==> src/rtl/i2c_scl_gen.sv <==
// i2c_scl_gen: I2C master SCL bit-period generator with clock-stretch detection.
// Define I2C_STRETCH_TIMEOUT_EN to abort a bit when stretching reaches TIMEOUT cycles.
module i2c_scl_gen #(
    parameter int CNT_W   = 16,
    parameter int TO_W    = 20,
    parameter int TIMEOUT = 1000
) (
    input  logic             clk,
    input  logic             reset,
    input  logic             enable,
    input  logic             start,
    input  logic [CNT_W-1:0] half_period,
    input  logic             scl_in,
    output logic             scl_oe,
    output logic             busy,
    output logic             bit_done,
    output logic             stretching,
    output logic [TO_W-1:0]  stretch_cnt,
    output logic             timeout
);
    typedef enum logic [1:0] {IDLE, LOW, HIGH_WAIT, HIGH} state_t;

    state_t           state_q, state_d;
    logic [CNT_W-1:0] cnt_q, cnt_d, h_q, h_d, h_lat;
    logic [TO_W-1:0]  sc_q, sc_d;
    logic             oe_q, oe_d, busy_q, busy_d, done_q, done_d, str_q, str_d;
    logic             last;
`ifdef I2C_STRETCH_TIMEOUT_EN
    logic             to_q, to_d;
`endif

    assign h_lat = (half_period < CNT_W'(2)) ? CNT_W'(2) : half_period;
    assign last  = cnt_q == h_q - CNT_W'(1);

    always_comb begin
        state_d = state_q;
        cnt_d   = cnt_q;
        h_d     = h_q;
        oe_d    = oe_q;
        sc_d    = sc_q;
        done_d  = 1'b0;
        str_d   = 1'b0;
`ifdef I2C_STRETCH_TIMEOUT_EN
        to_d    = 1'b0;
`endif
        if (!enable) begin
            state_d = IDLE;
            cnt_d   = '0;
            oe_d    = 1'b0;
        end else begin
            case (state_q)
                IDLE: if (start) begin
                    state_d = LOW;
                    h_d     = h_lat;
                    cnt_d   = '0;
                    oe_d    = 1'b1;
                    sc_d    = '0;
                end
                LOW: if (last) begin
                    state_d = HIGH_WAIT;
                    oe_d    = 1'b0;
                end else begin
                    cnt_d = cnt_q + CNT_W'(1);
                end
                HIGH_WAIT:
`ifdef I2C_STRETCH_TIMEOUT_EN
                if (!scl_in && sc_q == TO_W'(TIMEOUT - 1)) begin
                    to_d    = 1'b1;
                    state_d = IDLE;
                    cnt_d   = '0;
                end else
`endif
                if (scl_in) begin
                    state_d = HIGH;
                    cnt_d   = CNT_W'(1);
                end else begin
                    str_d = 1'b1;
                    sc_d  = &sc_q ? sc_q : sc_q + TO_W'(1);
                end
                default: if (last) begin
                    // a start on the final high cycle chains straight into the next bit
                    done_d  = 1'b1;
                    state_d = start ? LOW : IDLE;
                    h_d     = start ? h_lat : h_q;
                    cnt_d   = '0;
                    oe_d    = start;
                    sc_d    = start ? '0 : sc_q;
                end else begin
                    cnt_d = cnt_q + CNT_W'(1);
                end
            endcase
        end
        busy_d = state_d != IDLE;
    end

    always_ff @(posedge clk) begin
        if (reset) begin
            state_q <= IDLE;
            cnt_q   <= '0;
            h_q     <= CNT_W'(2);
            oe_q    <= 1'b0;
            busy_q  <= 1'b0;
            done_q  <= 1'b0;
            str_q   <= 1'b0;
            sc_q    <= '0;
        end else begin
            state_q <= state_d;
            cnt_q   <= cnt_d;
            h_q     <= h_d;
            oe_q    <= oe_d;
            busy_q  <= busy_d;
            done_q  <= done_d;
            str_q   <= str_d;
            sc_q    <= sc_d;
        end
    end

`ifdef I2C_STRETCH_TIMEOUT_EN
    always_ff @(posedge clk) to_q <= reset ? 1'b0 : to_d;
    assign timeout = to_q;
`else
    assign timeout = 1'b0;
`endif

    assign scl_oe      = oe_q;
    assign busy        = busy_q;
    assign bit_done    = done_q;
    assign stretching  = str_q;
    assign stretch_cnt = sc_q;
endmodule

==> config.mk <==
export PLATFORM = sky130hd
export DESIGN_NAME = i2c_scl_gen
export DESIGN_NICKNAME = d
export VERILOG_FILES = /design/src/rtl/i2c_scl_gen.sv
export SDC_FILE = /design/constraint.sdc
export NUM_CORES = 1
export LEC_CHECK = 0
export ABC_AREA = 1
export CAP_MARGIN = 5
export CORE_MARGIN = 10
export CORE_UTILIZATION = 52
export CTS_CLUSTER_SIZE = 16
export DETAILED_ROUTE_END_ITERATION = 10
export GPL_TIMING_DRIVEN = 0
export PLACE_DENSITY = 0.77
export SETUP_SLACK_MARGIN = 0.2
export SKIP_CTS_REPAIR_TIMING = 1
export SLEW_MARGIN = 20
export SYNTH_ARGS = -nofsm -noshare
export SYNTH_HDL_FRONTEND = slang
export SYNTH_SLANG_ARGS = --single-unit
==> constraint.sdc <==
create_clock -name clk -period 2.3 [get_ports clk]
set_clock_uncertainty 0.1 [all_clocks]
set_input_delay 0.46 -clock clk [delete_from_list [all_inputs] [get_ports clk]]
set_output_delay 0.46 -clock clk [all_outputs]
set_load 0.1 [all_outputs]
==> summary.md, run 1 <==
The total CTS buffers was 9. In the routed layout, each cell is associated on average with a via count of 5.58. After synthesis, the netlist uses 36 different library cells. IR analysis of the VDD net gives a maximum drop of 0.296 mV. Summing every instance area after synthesis gives 0.00427 mm^2. The run gives 303 as the count of routing violations after the opening detailed-route iteration. The clock net in this run drives a total of 58 sinks. For the number of global-route vias before repair, the log shows 4,436. The fmax was 407 MHz. The instance count after placement with tap cells included was 827; the sequential element share of the synthesized area was 27.2%.

Leaving out fill and tap cells, the most frequent cells in the layout are sky130_fd_sc_hd__nand2_1 (165), sky130_fd_sc_hd__nand3_1 (71), sky130_fd_sc_hd__inv_1 (57). The run gives 73.2% as the final design utilization. Summed over all cells, the static leakage comes to 2.59 nW. The first global-routing pass estimated 20.6 mm of wire. The share of total power in combinational logic is 24.9%, and the maximum count of clock buffers along a single path is 2.

The clock slew seen by the registers of the worst setup and hold paths was 70 ps; the sequential standard cell area was 0.00122 mm^2. The synthesized flop and latch total came out at 58. The tools report the number of top-level pins as 46.

Once the floorplan was initialized, standard cells occupied 52.8% of the core. From synthesis to final layout, the design area changed by 38.7%. TritonCTS built the clock tree. The detail route stage leaves a number of antenna-violating nets equal to 0.

The initialized floorplan defines 33 standard-cell rows. For this block, the routed nets add up to 13.9 mm of wire. After layout, the worst path uses 107% of the clock period.

The global placement routability congestion was 0.926. Walking the worst path, the cells encountered are inv_4 -> ha_4 -> or2_4 -> nand2_4 -> nor2_4 -> nand2_1 -> nor2_1 -> nand3_1 -> nor2_1 -> nand2_1 -> nor2_4 -> nand3_4 -> nand2_8 -> inv_8 -> nand2_8 -> nand2_8 -> nor2_4. Post-route worst hold slack: 394 ps. STA classifies the critical path endpoint as a flop. The Yosys step of the flow raised 0 warnings.

Setup repair after global routing could not meet its margin everywhere. The worst setup path is of the flop to flop kind. The floorplan step defined a die boundary enclosing 0.0122 mm^2. Data arrives at the worst endpoint at 2640 ps. Global routing used 19.5% of the available tracks across all layers. The fraction of layout cells with a size suffix above 1 works out to 27.0%. The slowest stage of the critical path belongs to the cell sky130_fd_sc_hd__dfxtp_4. The final critical-path setup slack was -155 ps. Most frequent standard cell in the layout excluding fill and tap cells: sky130_fd_sc_hd__nand2_1.

The final-report max-slew violation count came out at 0. The final reports fail on setup timing. Area share of the largest cell type after synthesis: 27.2%. Port buffering added 43 buffers.

The logs give 33.5% for the relative slew slack and 0 for the antenna diode count. Yosys attributes the largest share of cell area to sky130_fd_sc_hd__dfxtp_1 (27%), sky130_fd_sc_hd__nand2_1 (17%), sky130_fd_sc_hd__nand3_1 (9.1%). The fill cell instance count of the final layout was 643; the critical path's largest stage delay was 380 ps. The leftover overflow at the end of global routing was 0; the placed wire-length estimate was 9.53 mm. The final route contains 4,862 vias.

Of the total power, the share spent switching nets is 32.8%. Clock latency on the worst-skew pair, taken at its later pin, is 340 ps. Dividing total power by cell area gives a power density of 438 mW/mm^2.

The minimum clock period after layout was 2460 ps; the sequential share of power was 40.5%. The synthesized design spends more area on one cell type than any other, namely sky130_fd_sc_hd__dfxtp_1. The first detailed-routing pass ran for 5 iterations. Max-cap violations in this run came to 0. The floorplan step set the die width to 111 um. Setup violations remaining at the end of the flow were counted as 39. The tools report the initial antenna violation count as 0. The maximum fanout encountered on the critical timing path was 9; the count of non-filler cells in the finished layout was 871.

The multi-input combinational cells in the finished layout cover a total of 0.00325 mm^2. The internal power summed over all cells is 1.74 mW. For this design the total switching power over the nets is 0.850 mW. The area inside the core boundary came out at 0.00809 mm^2.

The share of power burned in the clock network was 34.6%. The worst hold-check path type was flop to flop. CTS built an H-tree with a depth of 3.

Largest net degree at the start of global routing: 11. The net total in the final layout was 790; the average cell area after synthesis was 6.29 um^2. The overall die height was 111 um; the critical path data required time was 2480 ps. Post-synthesis async set-or-reset flop share: 0%. The run finished, with violations left. After routing, the total negative slack on setup checks comes to -2730 ps.

The count of endpoints failing hold in the final timing report was 0. Prevailing post-synth register cell: sky130_fd_sc_hd__dfxtp_1. The total chip power was 2.59 mW; the number of flops mapped to enable cells by yosys was 0. Synthesis produced a netlist whose cell count is 679. For the pin with the worst max-slew slack, the measured transition is 996 ps.

In the final routed layout, each cell accounts on average for 15.9 um. The tools report the sort of element at the start of the critical path as a flop. The DRC violation count after routing was 0; the total nets after synthesis was 708.

The tree is rooted in a sky130_fd_sc_hd__clkbuf_8.
[through the flow]
| step | worst slack (ps) | area, um^2 |
|---|---|---|
| final | -155 | 5920 |
| after floorplan | 176 | 4370 |
| after global placement | -179 | 4930 |
| after detailed placement | -220 | 4930 |
| after global routing | -327 | 5920 |
| after CTS | -249 | 5110 |
[registers in the layout, summed over array words and instances (netlist names)]
signal       count
state_q          2
cnt_q           16
bit_done         1
stretching       1
stretch_cnt     20
busy             1
scl_oe           1
h_q             16
[cell type report]
cell class                 count  area share [%]
multi-input combinational    532            54.8
sequential                    58            20.5
timing repair buffer          70            12.2
inverter                      70            4.67
clock buffer                  14            2.91
buffer                        20            2.51
tap                          105            2.22
clock inverter                 2           0.169
[cell families (layout without fill, tap and decap cells)]
logic type / after synthesis / count (layout) / synth area share (%)
adder cells (fa/ha/maj): 8 / 8 / 2.34
XOR/XNOR: 29 / 29 / 5.94
AND/OR/NAND/NOR: 425 / 426 / 46.9
AO/OA/AOI/OAI: 68 / 68 / 8.46
other: 1 / 1 / 0.0878
buffers and inverters: 90 / 176 / 9.05
flip-flops: 58 / 58 / 27.2
[cell usage after synthesis (2+ instances only)]
library cell                 n
sky130_fd_sc_hd__a21oi_1    48
sky130_fd_sc_hd__and2_1      2
sky130_fd_sc_hd__buf_4       2
sky130_fd_sc_hd__buf_6       5
sky130_fd_sc_hd__clkbuf_1   12
sky130_fd_sc_hd__clkinv_1    2
sky130_fd_sc_hd__dfxtp_1    58
sky130_fd_sc_hd__ha_1        8
sky130_fd_sc_hd__inv_1      64
sky130_fd_sc_hd__inv_2       3
sky130_fd_sc_hd__nand2_1   194
sky130_fd_sc_hd__nand2_2     4
sky130_fd_sc_hd__nand2_4     6
sky130_fd_sc_hd__nand2_8     2
sky130_fd_sc_hd__nand3_1    78
sky130_fd_sc_hd__nand3b_1    7
sky130_fd_sc_hd__nand4_1    22
sky130_fd_sc_hd__nor2_1     71
sky130_fd_sc_hd__nor2_2      3
sky130_fd_sc_hd__nor2_4      8
sky130_fd_sc_hd__nor3_1     12
sky130_fd_sc_hd__nor4_1      9
sky130_fd_sc_hd__o21ai_0     8
sky130_fd_sc_hd__o21ai_1     4
sky130_fd_sc_hd__o21bai_1    7
sky130_fd_sc_hd__or2_2       3
sky130_fd_sc_hd__xnor2_1    12
sky130_fd_sc_hd__xor2_1     17
[critical path, delay by kind of cell, from the launching register on]
family,cells,cell delay (ps)
buf+inv,2,110
simple gates,14,1580
fa+ha+maj,1,260
flops,1,380
[routing by layer]
| metal | part of all wire, % | global-route usage [%] | up-vias | wire, um |
|---|---|---|---|---|
| li1 | - | - | 2376 | - |
| met1 | 39 | 22.0 | 2251 | 5370 |
| met2 | 52 | 34.6 | 186 | 7170 |
| met3 | 6.0 | 4.55 | 49 | 828 |
| met4 | 3.8 | 7.55 | 0 | 526 |
| met5 | 0 | 0 | - | 0 |
[power by group through the flow]
stage | clock network (mW) | logic, mW | registers (mW)
after global placement | 0 | 0.463 | 1.06
after floorplan | 0 | 0.341 | 1.07
final | 0.898 | 0.647 | 1.05
after detailed placement | 0 | 0.474 | 1.07
after CTS | 0.901 | 0.477 | 1.04
after global routing | 0.944 | 0.700 | 1.05
[path summary, 6_finish.rpt]
check / startpoint / endpoint / slack [ps] / cells past startpoint
max: h_q[0]$_SDFFE_PP0P_ / cnt_q[1]$_SDFFE_PP0P_ / -160 / 17
min: stretch_cnt[4]$_SDFFE_PP0P_ / stretch_cnt[4]$_SDFFE_PP0P_ / 390 / 2
max reg2reg: h_q[0]$_SDFFE_PP0P_ / cnt_q[1]$_SDFFE_PP0P_ / -160 / 17
min reg2reg: stretch_cnt[4]$_SDFFE_PP0P_ / stretch_cnt[4]$_SDFFE_PP0P_ / 390 / 2
(Power assumes the default switching activity.)
==> inputs of run 2 (changes only) <==
--- a/config.mk
+++ b/config.mk
@@ -8,14 +8,13 @@
 export ABC_AREA = 1
 export CAP_MARGIN = 5
 export CORE_MARGIN = 10
-export CORE_UTILIZATION = 52
+export CORE_UTILIZATION = 45
 export CTS_CLUSTER_SIZE = 16
 export DETAILED_ROUTE_END_ITERATION = 10
-export GPL_TIMING_DRIVEN = 0
-export PLACE_DENSITY = 0.77
+export PLACE_DENSITY = 0.68
 export SETUP_SLACK_MARGIN = 0.2
 export SKIP_CTS_REPAIR_TIMING = 1
-export SLEW_MARGIN = 20
+export SLEW_MARGIN = 10
 export SYNTH_ARGS = -nofsm -noshare
 export SYNTH_HDL_FRONTEND = slang
 export SYNTH_SLANG_ARGS = --single-unit
==> run 2 against run 1 <==
  * The flow still finishes with violations (setup timing)
  * Register-to-register slack improved by 100 ps
  * Via count decreased by 1.2%
  * Non-clock buffer count increased by 1
  * Sequential power about the same
  * Clock-buffer cell count decreased by 3
  * Clock power increased by 9.7%
  * Highest routed layer unchanged
==> summary.md, run 2 (synthesized netlist as in run 1, its figures left out) <==
The flow ran to the end, but the final reports show violations. Failing checks: setup timing (unchanged). For the initial core utilization, the log shows 46.2% (was 52.8%). Standby leakage power: 2.35 nW (was 2.59 nW). The cell with the largest stage delay on the worst path is sky130_fd_sc_hd__dfxtp_2 (was sky130_fd_sc_hd__dfxtp_4). The run gives 58 (unchanged) as the sink count of the clock tree. The number of global-route vias before repair came out at 4,304 (was 4,436). For the minimum setup slack after placement, the log shows -169 ps (was -220 ps). The row count is 35 (was 33).

Setup repair after global routing could not meet its margin everywhere. The run gives 5.83 mm (was 5.37 mm) as the routed metal-1 wirelength. The number of buffers added on ports works out to 44 (was 43). The tools report the antenna diode count as 0 (unchanged). The total wirelength of the detailed-routed design was 14.3 mm (was 13.9 mm); the sequential share of power was 39.7% (was 40.5%). The logs give 0 (unchanged) for the count of endpoints failing hold in the final timing report and 3 (unchanged) for the number of H-tree branching levels. Final critical-path setup slack: -52.6 ps (was -155 ps). The post-route fraction of the period consumed by the critical path was 102% (was 107%). For the number of top-level pins, the log shows 46 (unchanged). The tools report the kind of capture point of the worst setup path as a flop (unchanged). The final design utilization is 64.4% (was 73.2%), and the share of power burned in the clock network is 37.3% (was 34.6%). TritonCTS built the clock tree.

The global placement routability congestion came out at 0.963 (was 0.926). The peak supply drop came out at 0.266 mV (was 0.296 mV). The total CTS buffers is 9 (unchanged). The maximum fanout encountered on the critical timing path is 7 (was 9), and the clock slew seen by the registers of the worst setup and hold paths is 80 ps (was 70 ps).

Post-route worst hold slack: 391 ps (was 394 ps). The critical path's largest stage delay was 330 ps (was 380 ps). The overall die height is 117 um (was 111 um), and the fill cell instance count of the final layout is 838 (was 643).

Post-route setup TNS: -626 ps (was -2730 ps). For the DRC violation count after routing, the log shows 0 (unchanged). The highest routing layer actually used was met4 (unchanged).

CP cell instances: inv_2 -> ha_4 -> nand2_8 -> nor2_4 -> nand2_1 -> nand3_2 -> and2_1 -> nand4_1 -> nor2_4 -> nor2_4 -> nand2_8 -> buf_6 -> nand3_1 -> a21oi_1 (was inv_4 -> ha_4 -> or2_4 -> nand2_4 -> nor2_4 -> nand2_1 -> nor2_1 -> nand3_1 -> nor2_1 -> nand2_1 -> nor2_4 -> nand3_4 -> nand2_8 -> inv_8 -> nand2_8 -> nand2_8 -> nor2_4). The average detailed-routed wire length per instance is 15.9 um (about the same). The critical path data required time came out at 2480 ps (about the same).

The area growth from synthesis to layout works out to 39.2% (was 38.7%). The largest net degree at the start of global routing came out at 37 (was 11). The fraction of layout cells with a size suffix above 1 is 31.0% (was 27.0%), and the residual antenna-violating net count after detailed routing is 0 (unchanged).

The run gives 21.1 mm (was 20.6 mm) as the global-route wire length before repair. The net total in the final layout is 794 (was 790), and the total chip power is 2.64 mW (was 2.59 mW). The tools report the area inside the core boundary as 0.00924 mm^2 (was 0.00809 mm^2).

Data arrival at the endpoint of the critical path: 2530 ps (was 2640 ps). Cell type with the highest occurrence count on the critical path: sky130_fd_sc_hd__nor2_4. The max-cap violation count was 0 (unchanged); the routed length on met2 was 7.43 mm (was 7.17 mm). For the die area, the log shows 0.0138 mm^2 (was 0.0122 mm^2). The maximum count of clock buffers along a single path is 2 (unchanged). The most frequent standard cell in the layout excluding fill and tap cells is sky130_fd_sc_hd__nand2_1 (unchanged). The minimum clock period after layout was 2350 ps (was 2460 ps); the areal power density over the cells was 444 mW/mm^2 (was 438 mW/mm^2). For the count of routing violations after the opening detailed-route iteration, the log shows 375 (was 303). Most frequent cells in the layout: sky130_fd_sc_hd__nand2_1 (165), sky130_fd_sc_hd__buf_4 (62), sky130_fd_sc_hd__inv_1 (59) (was sky130_fd_sc_hd__nand2_1 (165), sky130_fd_sc_hd__nand3_1 (71), sky130_fd_sc_hd__inv_1 (57)). The tools report the sort of element at the start of the critical path as a flop (unchanged).

The initial antenna violation count was 0 (unchanged). The clock tree root buffer cell was sky130_fd_sc_hd__clkbuf_8 (unchanged). The final count of negative-setup-slack endpoints is 30 (was 39), and the share of total power in combinational logic is 23.0% (was 24.9%). Total length of routed met3 wires: 753 um (was 828 um). Worst hold-check path type: flop to flop (unchanged). Vias per cell: 5.34 (was 5.58). The die boundary width is 117 um (was 111 um). The source-to-sink clock delay at the later pin of the worst-skew pair came out at 360 ps (was 340 ps).

The logs give 0.865 mW (was 0.850 mW) for the net switching power and 9.95 mm (was 9.53 mm) for the placed wire-length estimate. Fmax: 425 MHz (was 407 MHz). The internal power summed over all cells was 1.78 mW (was 1.74 mW); the vias after detailed routing was 4,803 (was 4,862). For the final-report max-slew violation count, the log shows 0 (unchanged). The switching power as a share of total power is 32.7% (was 32.8%), and the number of flip-flops in the largest register is 20 (unchanged). The overall global routing resource usage was 18.1% (was 19.5%).

The logs give 0 (unchanged) for the leftover overflow at the end of global routing and 7 (was 5) for the first-pass iteration count of the detailed router. Start-to-end type of the worst setup path: flop to flop (unchanged).
## run 2: cell types whose count changed in the layout (fill, tap and decap cells not counted), sizes merged, moves of 3 or more
cell / delta
dlymetal6s2s: -17
nand2: +3
buf: +37
clkbuf: -23
## run 2: stage by stage
| stage | cells | instance area [um^2] |
|---|---|---|
| floorplan | 679 | 4370 |
| CTS | 875 | 5180 |
| finish | 899 | 5950 |
| global route | 899 | 5950 |
| detailed placement | 859 | 4990 |
| global placement | 859 | 4990 |
## run 2: cell type report
cell class | instances | area [um^2] | share of cell area, %
Clock buffer | 11 | 141 | 2.38
Clock inverter | 5 | 53.8 | 0.905
Inverter | 70 | 274 | 4.61
Multi-Input combinational cell | 535 | 3270 | 55.0
Sequential cell | 58 | 1220 | 20.6
Tap cell | 129 | 161 | 2.71
Timing Repair Buffer | 91 | 825 | 13.9
## run 2: final timing paths
check | start | depth (start not counted) | end | slack [ps]
worst max-delay path | h_q[0]$_SDFFE_PP0P_ | 14 | stretch_cnt[15]$_SDFFE_PP0P_ | -50
worst min-delay path | h_q[15]$_SDFFE_PP0P_ | 2 | h_q[15]$_SDFFE_PP0P_ | 390
worst max register to register | h_q[0]$_SDFFE_PP0P_ | 14 | stretch_cnt[15]$_SDFFE_PP0P_ | -50
worst min register to register | h_q[15]$_SDFFE_PP0P_ | 2 | h_q[15]$_SDFFE_PP0P_ | 390
## run 2: critical path: cells and delay by family (launching register included)
family	cells	cell delay, ps
AO/OA/AOI/OAI	1	150
adder cells (fa/ha/maj)	1	220
buffers and inverters	2	240
flip-flops	1	330
AND/OR/NAND/NOR	10	1230
## run 2: layer usage
layer / vias up / GRT usage, %
met5: - / 0
met4: 0 / 6.03
met3: 21 / 3.98
met2: 142 / 32.2
met1: 2251 / 20.8
li1: 2389 / -
## run 2: power by group through the flow
stage / sequential, mW / combinational [mW] / clock (mW)
final: 1.05 / 0.609 / 0.985
after CTS: 1.04 / 0.474 / 0.996
after floorplan: 1.07 / 0.341 / 0
after global placement: 1.07 / 0.465 / 0
after global routing: 1.05 / 0.664 / 1.05
after detailed placement: 1.07 / 0.473 / 0
